`config.mk`:
```
export PLATFORM = sky130hd
export DESIGN_NAME = m68k_bus_master_flat
export DESIGN_NICKNAME = d
export VERILOG_FILES = /design/src/rtl/m68k_bus_master_if.sv /design/src/rtl/m68k_bus_master.sv /design/src/flat_wrapper.sv
export SDC_FILE = /design/constraint.sdc
export NUM_CORES = 1
export LEC_CHECK = 0
export ABC_AREA = 1
export CAP_MARGIN = 25
export CORE_MARGIN = 10
export CORE_UTILIZATION = 47
export DETAILED_ROUTE_END_ITERATION = 6
export GPL_TIMING_DRIVEN = 0
export PLACE_DENSITY = 0.84
export SLEW_MARGIN = 10
export SYNTH_ARGS = -nofsm -noshare
export SYNTH_HDL_FRONTEND = slang
export SYNTH_SLANG_ARGS = --single-unit
```
`constraint.sdc`:
```
create_clock -name Clock -period 2.5 [get_ports Clock]
set_clock_uncertainty 0.1 [all_clocks]
set_input_delay 0.375 -clock Clock [delete_from_list [all_inputs] [get_ports Clock]]
set_output_delay 0.375 -clock Clock [all_outputs]
set_load 0.02 [all_outputs]
```
`src/rtl/m68k_bus_master_if.sv`:
```
// Signal bundle between a 68000-style bus initiator and the two parties it serves:
// the request/response client and the DRAM controller's asynchronous bus.
interface m68k_bus_master_if;
  // Handshake: when BusReady_L=0 and the master is idle, a cycle with Req_H=1 is accepted
  // on that clock edge, and Busy_H rises on the next cycle. Requests that arrive while
  // Busy_H=1 are dropped. Exactly one of Ack_H or Err_H pulses for one cycle per accepted
  // request. A release timeout is the exception: it pulses Err_H after Ack_H has already pulsed.
  logic        BusReady_L;
  logic        Req_H;
  logic        ReqRnW_H;
  logic [31:0] ReqAddr;
  logic [1:0]  ReqByteEn;
  logic [15:0] ReqWData;
  logic        Busy_H;
  logic        Ack_H;
  logic        Err_H;
  logic [15:0] RData;
  logic [31:0] Address;
  logic [15:0] DataIn;
  logic        UDS_L;
  logic        LDS_L;
  logic        AS_L;
  logic        WE_L;
  logic        DramSelect_L;
  logic [15:0] DataOut;
  logic        Dtack_L;
  logic [2:0]  dbg_state;

  modport master (
    input  BusReady_L, Req_H, ReqRnW_H, ReqAddr, ReqByteEn, ReqWData, DataOut, Dtack_L,
    output Busy_H, Ack_H, Err_H, RData, Address, DataIn, UDS_L, LDS_L, AS_L, WE_L,
           DramSelect_L, dbg_state
  );

  modport slave (
    output BusReady_L, Req_H, ReqRnW_H, ReqAddr, ReqByteEn, ReqWData, DataOut, Dtack_L,
    input  Busy_H, Ack_H, Err_H, RData, Address, DataIn, UDS_L, LDS_L, AS_L, WE_L,
           DramSelect_L, dbg_state
  );
endinterface

```
`src/rtl/m68k_bus_master.sv`:
```
// 68000-style bus initiator: turns a single-cycle request into a full AS/DS/DTACK bus
// cycle towards the DRAM controller, with strobe and release timeouts.
module m68k_bus_master #(
  parameter logic [5:0] DRAM_BASE   = 6'b000010,
  parameter int         TIMEOUT     = 64,
  parameter int         REL_TIMEOUT = 16
) (
  input  logic               Clock,
  input  logic               Reset_L,
  m68k_bus_master_if.master  bus
);
  localparam int CW = $clog2(TIMEOUT + 1);
  localparam int RW = $clog2(REL_TIMEOUT + 1);

  typedef enum logic [2:0] {
    S_IDLE, S_ADDR, S_STROBE, S_END, S_RELEASE, S_ERR
  } state_t;

  state_t        state;
  logic [CW-1:0] cnt;
  logic [RW-1:0] rel_cnt;
  logic          rnw_q;
  logic [1:0]    be_q;
  logic          accept;
  logic          req_ok;
  logic          unused_addr0;

  assign accept       = !bus.BusReady_L && bus.Req_H;
  assign req_ok       = (bus.ReqAddr[31:26] == DRAM_BASE) && (bus.ReqByteEn != 2'b00);
  assign unused_addr0 = bus.ReqAddr[0];
  assign bus.dbg_state = state;

  always_ff @(posedge Clock or negedge Reset_L) begin
    if (!Reset_L) begin
      state            <= S_IDLE;
      cnt              <= '0;
      rel_cnt          <= '0;
      rnw_q            <= 1'b1;
      be_q             <= 2'b00;
      bus.AS_L         <= 1'b1;
      bus.UDS_L        <= 1'b1;
      bus.LDS_L        <= 1'b1;
      bus.WE_L         <= 1'b1;
      bus.DramSelect_L <= 1'b1;
      bus.Address      <= '0;
      bus.DataIn       <= '0;
      bus.RData        <= '0;
      bus.Busy_H       <= 1'b0;
      bus.Ack_H        <= 1'b0;
      bus.Err_H        <= 1'b0;
    end else begin
      bus.Ack_H <= 1'b0;
      bus.Err_H <= 1'b0;
      case (state)
        S_IDLE: begin
          if (accept) begin
            rnw_q      <= bus.ReqRnW_H;
            be_q       <= bus.ReqByteEn;
            bus.Busy_H <= 1'b1;
            // Rejected requests never touch the bus: address/data/WE_L keep old values.
            if (req_ok) begin
              bus.Address <= {bus.ReqAddr[31:1], 1'b0};
              bus.DataIn  <= bus.ReqWData;
              bus.WE_L    <= bus.ReqRnW_H;
              state       <= S_ADDR;
            end else begin
              bus.Err_H <= 1'b1;
              state     <= S_ERR;
            end
          end
        end
        S_ADDR: begin
          bus.AS_L         <= 1'b0;
          bus.DramSelect_L <= 1'b0;
          bus.UDS_L        <= ~be_q[1];
          bus.LDS_L        <= ~be_q[0];
          cnt              <= '0;
          state            <= S_STROBE;
        end
        S_STROBE: begin
          if (!bus.Dtack_L) begin
            if (rnw_q) bus.RData <= bus.DataOut;
            bus.AS_L         <= 1'b1;
            bus.DramSelect_L <= 1'b1;
            bus.UDS_L        <= 1'b1;
            bus.LDS_L        <= 1'b1;
            bus.Ack_H        <= 1'b1;
            state            <= S_END;
          end else if (cnt == CW'(TIMEOUT - 1)) begin
            bus.AS_L         <= 1'b1;
            bus.DramSelect_L <= 1'b1;
            bus.UDS_L        <= 1'b1;
            bus.LDS_L        <= 1'b1;
            bus.WE_L         <= 1'b1;
            bus.Err_H        <= 1'b1;
            state            <= S_ERR;
          end else begin
            cnt <= cnt + CW'(1);
          end
        end
        S_END: begin
          bus.WE_L <= 1'b1;
          rel_cnt  <= '0;
          state    <= S_RELEASE;
        end
        S_RELEASE: begin
          // A stuck Dtack_L is reported via the shared ERR state; the earlier Ack stands.
          if (bus.Dtack_L) begin
            bus.Busy_H <= 1'b0;
            state      <= S_IDLE;
          end else if (rel_cnt == RW'(REL_TIMEOUT - 1)) begin
            bus.Err_H <= 1'b1;
            state     <= S_ERR;
          end else begin
            rel_cnt <= rel_cnt + RW'(1);
          end
        end
        S_ERR: begin
          bus.Busy_H <= 1'b0;
          state      <= S_IDLE;
        end
        default: state <= S_IDLE;
      endcase
    end
  end
endmodule

```
`src/flat_wrapper.sv`:
```
// flat-port wrapper written by rule: the top's interface ports become plain ports
module m68k_bus_master_flat 
#(
  parameter logic [5:0] DRAM_BASE   = 6'b000010,
  parameter int         TIMEOUT     = 64,
  parameter int         REL_TIMEOUT = 16
)
  (Clock, Reset_L, bus_BusReady_L, bus_Req_H, bus_ReqRnW_H, bus_ReqAddr, bus_ReqByteEn, bus_ReqWData, bus_DataOut, bus_Dtack_L, bus_Busy_H, bus_Ack_H, bus_Err_H, bus_RData, bus_Address, bus_DataIn, bus_UDS_L, bus_LDS_L, bus_AS_L, bus_WE_L, bus_DramSelect_L, bus_dbg_state);
  m68k_bus_master_if bus_i ();
  input  logic Clock;
  input  logic Reset_L;
  input wire logic [$bits(bus_i.BusReady_L)-1:0] bus_BusReady_L;
  input wire logic [$bits(bus_i.Req_H)-1:0] bus_Req_H;
  input wire logic [$bits(bus_i.ReqRnW_H)-1:0] bus_ReqRnW_H;
  input wire logic [$bits(bus_i.ReqAddr)-1:0] bus_ReqAddr;
  input wire logic [$bits(bus_i.ReqByteEn)-1:0] bus_ReqByteEn;
  input wire logic [$bits(bus_i.ReqWData)-1:0] bus_ReqWData;
  input wire logic [$bits(bus_i.DataOut)-1:0] bus_DataOut;
  input wire logic [$bits(bus_i.Dtack_L)-1:0] bus_Dtack_L;
  output wire logic [$bits(bus_i.Busy_H)-1:0] bus_Busy_H;
  output wire logic [$bits(bus_i.Ack_H)-1:0] bus_Ack_H;
  output wire logic [$bits(bus_i.Err_H)-1:0] bus_Err_H;
  output wire logic [$bits(bus_i.RData)-1:0] bus_RData;
  output wire logic [$bits(bus_i.Address)-1:0] bus_Address;
  output wire logic [$bits(bus_i.DataIn)-1:0] bus_DataIn;
  output wire logic [$bits(bus_i.UDS_L)-1:0] bus_UDS_L;
  output wire logic [$bits(bus_i.LDS_L)-1:0] bus_LDS_L;
  output wire logic [$bits(bus_i.AS_L)-1:0] bus_AS_L;
  output wire logic [$bits(bus_i.WE_L)-1:0] bus_WE_L;
  output wire logic [$bits(bus_i.DramSelect_L)-1:0] bus_DramSelect_L;
  output wire logic [$bits(bus_i.dbg_state)-1:0] bus_dbg_state;
  assign bus_i.BusReady_L = bus_BusReady_L;
  assign bus_i.Req_H = bus_Req_H;
  assign bus_i.ReqRnW_H = bus_ReqRnW_H;
  assign bus_i.ReqAddr = bus_ReqAddr;
  assign bus_i.ReqByteEn = bus_ReqByteEn;
  assign bus_i.ReqWData = bus_ReqWData;
  assign bus_i.DataOut = bus_DataOut;
  assign bus_i.Dtack_L = bus_Dtack_L;
  assign bus_Busy_H = bus_i.Busy_H;
  assign bus_Ack_H = bus_i.Ack_H;
  assign bus_Err_H = bus_i.Err_H;
  assign bus_RData = bus_i.RData;
  assign bus_Address = bus_i.Address;
  assign bus_DataIn = bus_i.DataIn;
  assign bus_UDS_L = bus_i.UDS_L;
  assign bus_LDS_L = bus_i.LDS_L;
  assign bus_AS_L = bus_i.AS_L;
  assign bus_WE_L = bus_i.WE_L;
  assign bus_DramSelect_L = bus_i.DramSelect_L;
  assign bus_dbg_state = bus_i.dbg_state;
  m68k_bus_master #(.DRAM_BASE(DRAM_BASE), .TIMEOUT(TIMEOUT), .REL_TIMEOUT(REL_TIMEOUT)) u_core (.Clock(Clock), .Reset_L(Reset_L), .bus(bus_i));
endmodule
```
## Yosys cells after proc, flatten, opt, wreduce, memory -nomap -nowiden

Cells that the tools add are included.

| storage, ports and cells | value |
|---|---|
| bits in registers | 88 |
| input port bits | 72 |

| operators by class | value |
|---|---|
| add/subtract/negate cells | 2 |
| eq/ne operators | 18 |
| multiplexer cells | 34 |
| bitwise logic cells | 3 |
| reductions and logical operators | 18 |

Operators by type and width:

| kind | count |
|---|---|
| $mux 3 | 6 |
| $reduce_and 3->1 | 6 |
| $mux 1 | 15 |
| $pmux 3 s5 | 1 |
| $mux 7 | 2 |
| $pmux 7 s2 | 1 |
| $mux 5 | 2 |
| $ne 2x2->1 const B | 5 |
| $pmux 5 s2 | 1 |
| $pmux 1 s3 | 3 |
| $add 7x1->7 const B | 1 |
| $eq 7x6->1 const B | 1 |
| $eq 3x2->1 const B | 2 |
| $eq 3x3->1 const B | 2 |
| $eq 6x2->1 const B | 1 |
| $ne 2x1->1 const B | 3 |
| $ne 3x2->1 const B | 2 |
| $pmux 1 s2 | 3 |
| $reduce_bool 2->1 | 3 |
| $reduce_bool 3->1 | 2 |
| $add 5x1->5 const B | 1 |
| $eq 5x4->1 const B | 1 |
| $reduce_and 5->1 | 1 |
| $reduce_and 2->1 | 2 |
| 5 further kinds | 8 |

## Depth between registers and ports, before layout

| logic depth | value |
|---|---|
| depth in word-level cells | 5 |
| gate-level depth with buffers | 11 |

## Worst setup path before layout

No wires, ideal clock.

| timing path | value |
|---|---|
| kind | register to register |
| from | reg u_core.state[1], in the netlist u_core.bus.dbg_state[1] |
| to | reg u_core.bus.Address[27] |
| setup time | 0.127 ns |
| data arrival time | 1.419 ns |
| required time | 2.273 ns |
| setup slack | 0.854 ns |
| cell stages (with the launch flop) | 10 |
| path buffers | 1 |
| period minus slack after synthesis | 1.646 ns |
| path through | dfrtp_1 -> inv_2 -> nand2_2 -> nor2_4 -> inv_2 -> nor2_8 -> inv_2 -> nor2_4 -> buf_6 -> or2_2 |

| between the ends | value |
|---|---|
| cells in the longest elaborated chain, start to end | 2 |

RTL lines:

| what | RTL line | text |
|---|---|---|
| start: declaration | m68k_bus_master.sv:19 | `state_t state;` |
| start signal: assignment | m68k_bus_master.sv:35 | `state <= S_IDLE;` |
| start signal: assignment | m68k_bus_master.sv:65 | `state <= S_ADDR;` |
| start signal: assignment | m68k_bus_master.sv:68 | `state <= S_ERR;` |
| $logic_not 3->1 | m68k_bus_master.sv:54 | `case (state)` |
| $reduce_and 3->1 (no line) | n/a |  |
| end signal: assignment | m68k_bus_master.sv:62 | `bus.Address <= {bus.ReqAddr[31:1], 1'b0};` |
| end: declaration | m68k_bus_master_if.sv:31 | `output Busy_H, Ack_H, Err_H, RData, Address, DataIn, UDS_L, LDS_L, AS_L, WE_L,` |

Every way passes these cells.
A chain may end at the register's enable or synchronous reset.

==> results.sh <==
export IMPL_clock_latency_ns=0.35
export IMPL_initial_core_util_pct=48.8
export IMPL_setup_viol=0
export IMPL_end_kind="output pin"
export IMPL_criticalPathCategory="register to output pin"
export IMPL_ir_drop_v=0.000487
export IMPL_final_cell_mix="209 x nand2_1, 143 x clkdlybuf4s50_1, 83 x dfrtp_1"
export IMPL_pre_cts_slack_ns=0.433
export IMPL_powerDensity_nw_per_um2=833
export IMPL_final_common_cell="nand2_1"
export IMPL_ys_seq_elements=88
export IMPL_drc_errors=0
export IMPL_gp_congestion=0.830
export IMPL_fin_util_pct=72.4
export IMPL_ios=147
export IMPL_rsz0062_at_grt="false"
export IMPL_max_freq_mhz=484
export IMPL_cts_max_path_buffers=2
export IMPL_overflow=0
export IMPL_first_pass_iters=4
export IMPL_dp_cells=689
export IMPL_areaGrowthSynthToFinish_pct=48.3
export IMPL_viasPerCell=4.75
export IMPL_cp_arrival_ns=1.59
export IMPL_critPathLaunchType="register"
export IMPL_cts_tree="built"
export IMPL_synth_area_per_cell_sq_um=8.58
export IMPL_r2r_start="u_core.bus.dbg_state[1]"
export IMPL_clk_pin_slew_ns=0.09
export IMPL_syn_instance_count=442
export IMPL_crit_fanout=3
export IMPL_worstHoldPathType="register to register"
export IMPL_diodes=0
export IMPL_crit_required_ns=2.03
export IMPL_finalMaxSlewViolations=0
export IMPL_io_buffers=144
export IMPL_drt_iter0_markers=147
export IMPL_netlist_area_sq_um=3790
export IMPL_total_power_mw=4.69
export IMPL_synth_cell_type_count=30
export IMPL_rows=32
export IMPL_die_y_um=110
export IMPL_wire_per_inst_um=15.0
export IMPL_hold_viol=0
export IMPL_die_area_sq_um=12100
export IMPL_worstHoldPathCells=1
export IMPL_yosysSeqAreaShare_pct=58.3
export IMPL_hold_slack_ns=0.353
export IMPL_dpl_cell_area_sq_um=5390
export IMPL_ctsHtreeMaxLevel=3
export IMPL_p_leak_nw=2.85
export IMPL_vias=3353
export IMPL_design_area_sq_um=5620
export IMPL_grt_pass1_wl_um=16500
export IMPL_fp_dieW_um=110
export IMPL_fin_ws_ns=0.435
export IMPL_drive_above_1_share_pct=8.94
export IMPL_syn_nets=517
export IMPL_cts_sinks=88
export IMPL_final_cell_count_no_fill=706
export IMPL_tns_ns=0
export IMPL_ys_warn_count=0
export IMPL_rr_worst_depth=9
export IMPL_min_from="u_core.be_q[0]"
export IMPL_numCtsBuffers=9
export IMPL_grt_pass1_vias=3252
export IMPL_drv_cap=0
export IMPL_post_route_period_util_pct=82.6
export IMPL_crit_path_start="u_core.bus.AS_L"
export IMPL_status="completed"
export IMPL_grt_max_degree=59
export IMPL_core_area_sq_um=7770
export IMPL_ant_nets=0
export IMPL_dp_hpwl_um=8250
export IMPL_grt_antenna_before_repair=0
export IMPL_grt_total_usage_pct=17.2
export IMPL_nets=674
export IMPL_postRouteWirelength_um=10600
export IMPL_layout_min_cycle_time_ns=2.07
export IMPL_cts_root_buf="clkbuf_8"
worst max-delay path, stage by stage (launching register included):
cell and delay [ns]:
dfstp_2 0.56, buf_4 0.10, clkdlybuf4s50_1 0.59
power by group:
| part | switching, mW | internal (mW) |
|---|---|---|
| Sequential | 0.189 | 1.73 |
| Clock | 0.503 | 0.596 |
| Combinational | 0.932 | 0.737 |
synth_stat cells:
library cell | n | area (sq um)
nand2_1 | 209 | 785
dfrtp_1 | 83 | 2080
nand3_1 | 34 | 170
inv_1 | 28 | 105
nor2_1 | 23 | 86.3
nand2_2 | 11 | 68.8
buf_2 | 6 | 30.0
o21ai_0 | 6 | 30.0
dfstp_2 | 5 | 131
inv_2 | 4 | 15.0
a21oi_1 | 3 | 15.0
clkbuf_1 | 3 | 11.3
ha_1 | 3 | 37.5
o211ai_1 | 3 | 22.5
xor2_1 | 3 | 26.3
buf_4 | 2 | 15.0
buf_8 | 2 | 30.0
nor2_4 | 2 | 22.5
a211oi_1 | 1 | 7.51
buf_12 | 1 | 20.0
buf_6 | 1 | 11.3
conb_1 | 1 | 3.75
mux2i_1 | 1 | 10.0
nand4_1 | 1 | 6.26
nor2_8 | 1 | 20.0
nor3_1 | 1 | 5.00
nor3b_1 | 1 | 7.51
o21a_1 | 1 | 7.51
o21bai_1 | 1 | 7.51
or2_2 | 1 | 6.26
per-layer routing:
layer	routed length [um]	GRT usage, %	up-vias	part of all wire, %
li1	-	-	1666	-
met1	4110	20.4	1555	39
met2	5540	30.1	119	52
met3	786	3.98	13	7.4
met4	134	5.58	0	1.3
met5	0	0	-	0
cell families after synthesis:
family	count (synthesis)	synth area share (%)
other	1	0.0989
xor gates and xnor gates	3	0.693
DFF	88	58.3
muxes	1	0.264
adders and majority gates	3	0.990
buffers and inverters	47	6.27
and+or+nand+nor	284	31.1
AOI/OAI and AO/OA	15	2.38
state kept, by name, indices dropped and copies added (netlist names):
register,flops
u_core.bus.Address,31
u_core.bus.DataIn,16
u_core.bus.RData,16
u_core.cnt,7
u_core.rel_cnt,5
u_core.bus.dbg_state,3
u_core.be_q,2
u_core.bus.AS_L,1
u_core.bus.Ack_H,1
u_core.bus.Busy_H,1
u_core.bus.Err_H,1
u_core.bus.LDS_L,1
u_core.bus.UDS_L,1
u_core.bus.WE_L,1
u_core.rnw_q,1
area by class of cell:
| cell class | instances | area (sq um) |
|---|---|---|
| tap | 102 | 128 |
| fill | 579 | 2140 |
| multi-input combinational | 307 | 1350 |
| timing repair buffer | 146 | 1480 |
| clock inverter | 6 | 90.1 |
| buffer | 15 | 118 |
| sequential | 88 | 2210 |
| clock buffer | 10 | 138 |
| inverter | 32 | 120 |
what timing repair did:
action                    CTS  global route
setup buffers               0             0
hold endpoints to repair   30             0
resized for setup           0             0
hold buffers                1             0
path summary, 6_finish.rpt:
path                            slack [ns]                   end
worst min register to register        0.35      u_core.bus.LDS_L
worst max-delay path                  0.43      bus_DramSelect_L
worst min-delay path                  0.35      u_core.bus.LDS_L
max in group asynchronous             1.24          u_core.rnw_q
worst max register to register        0.61  u_core.bus.DataIn[7]
min in group asynchronous             0.39     u_core.rel_cnt[0]
Power figures use the tool's default switching activity.
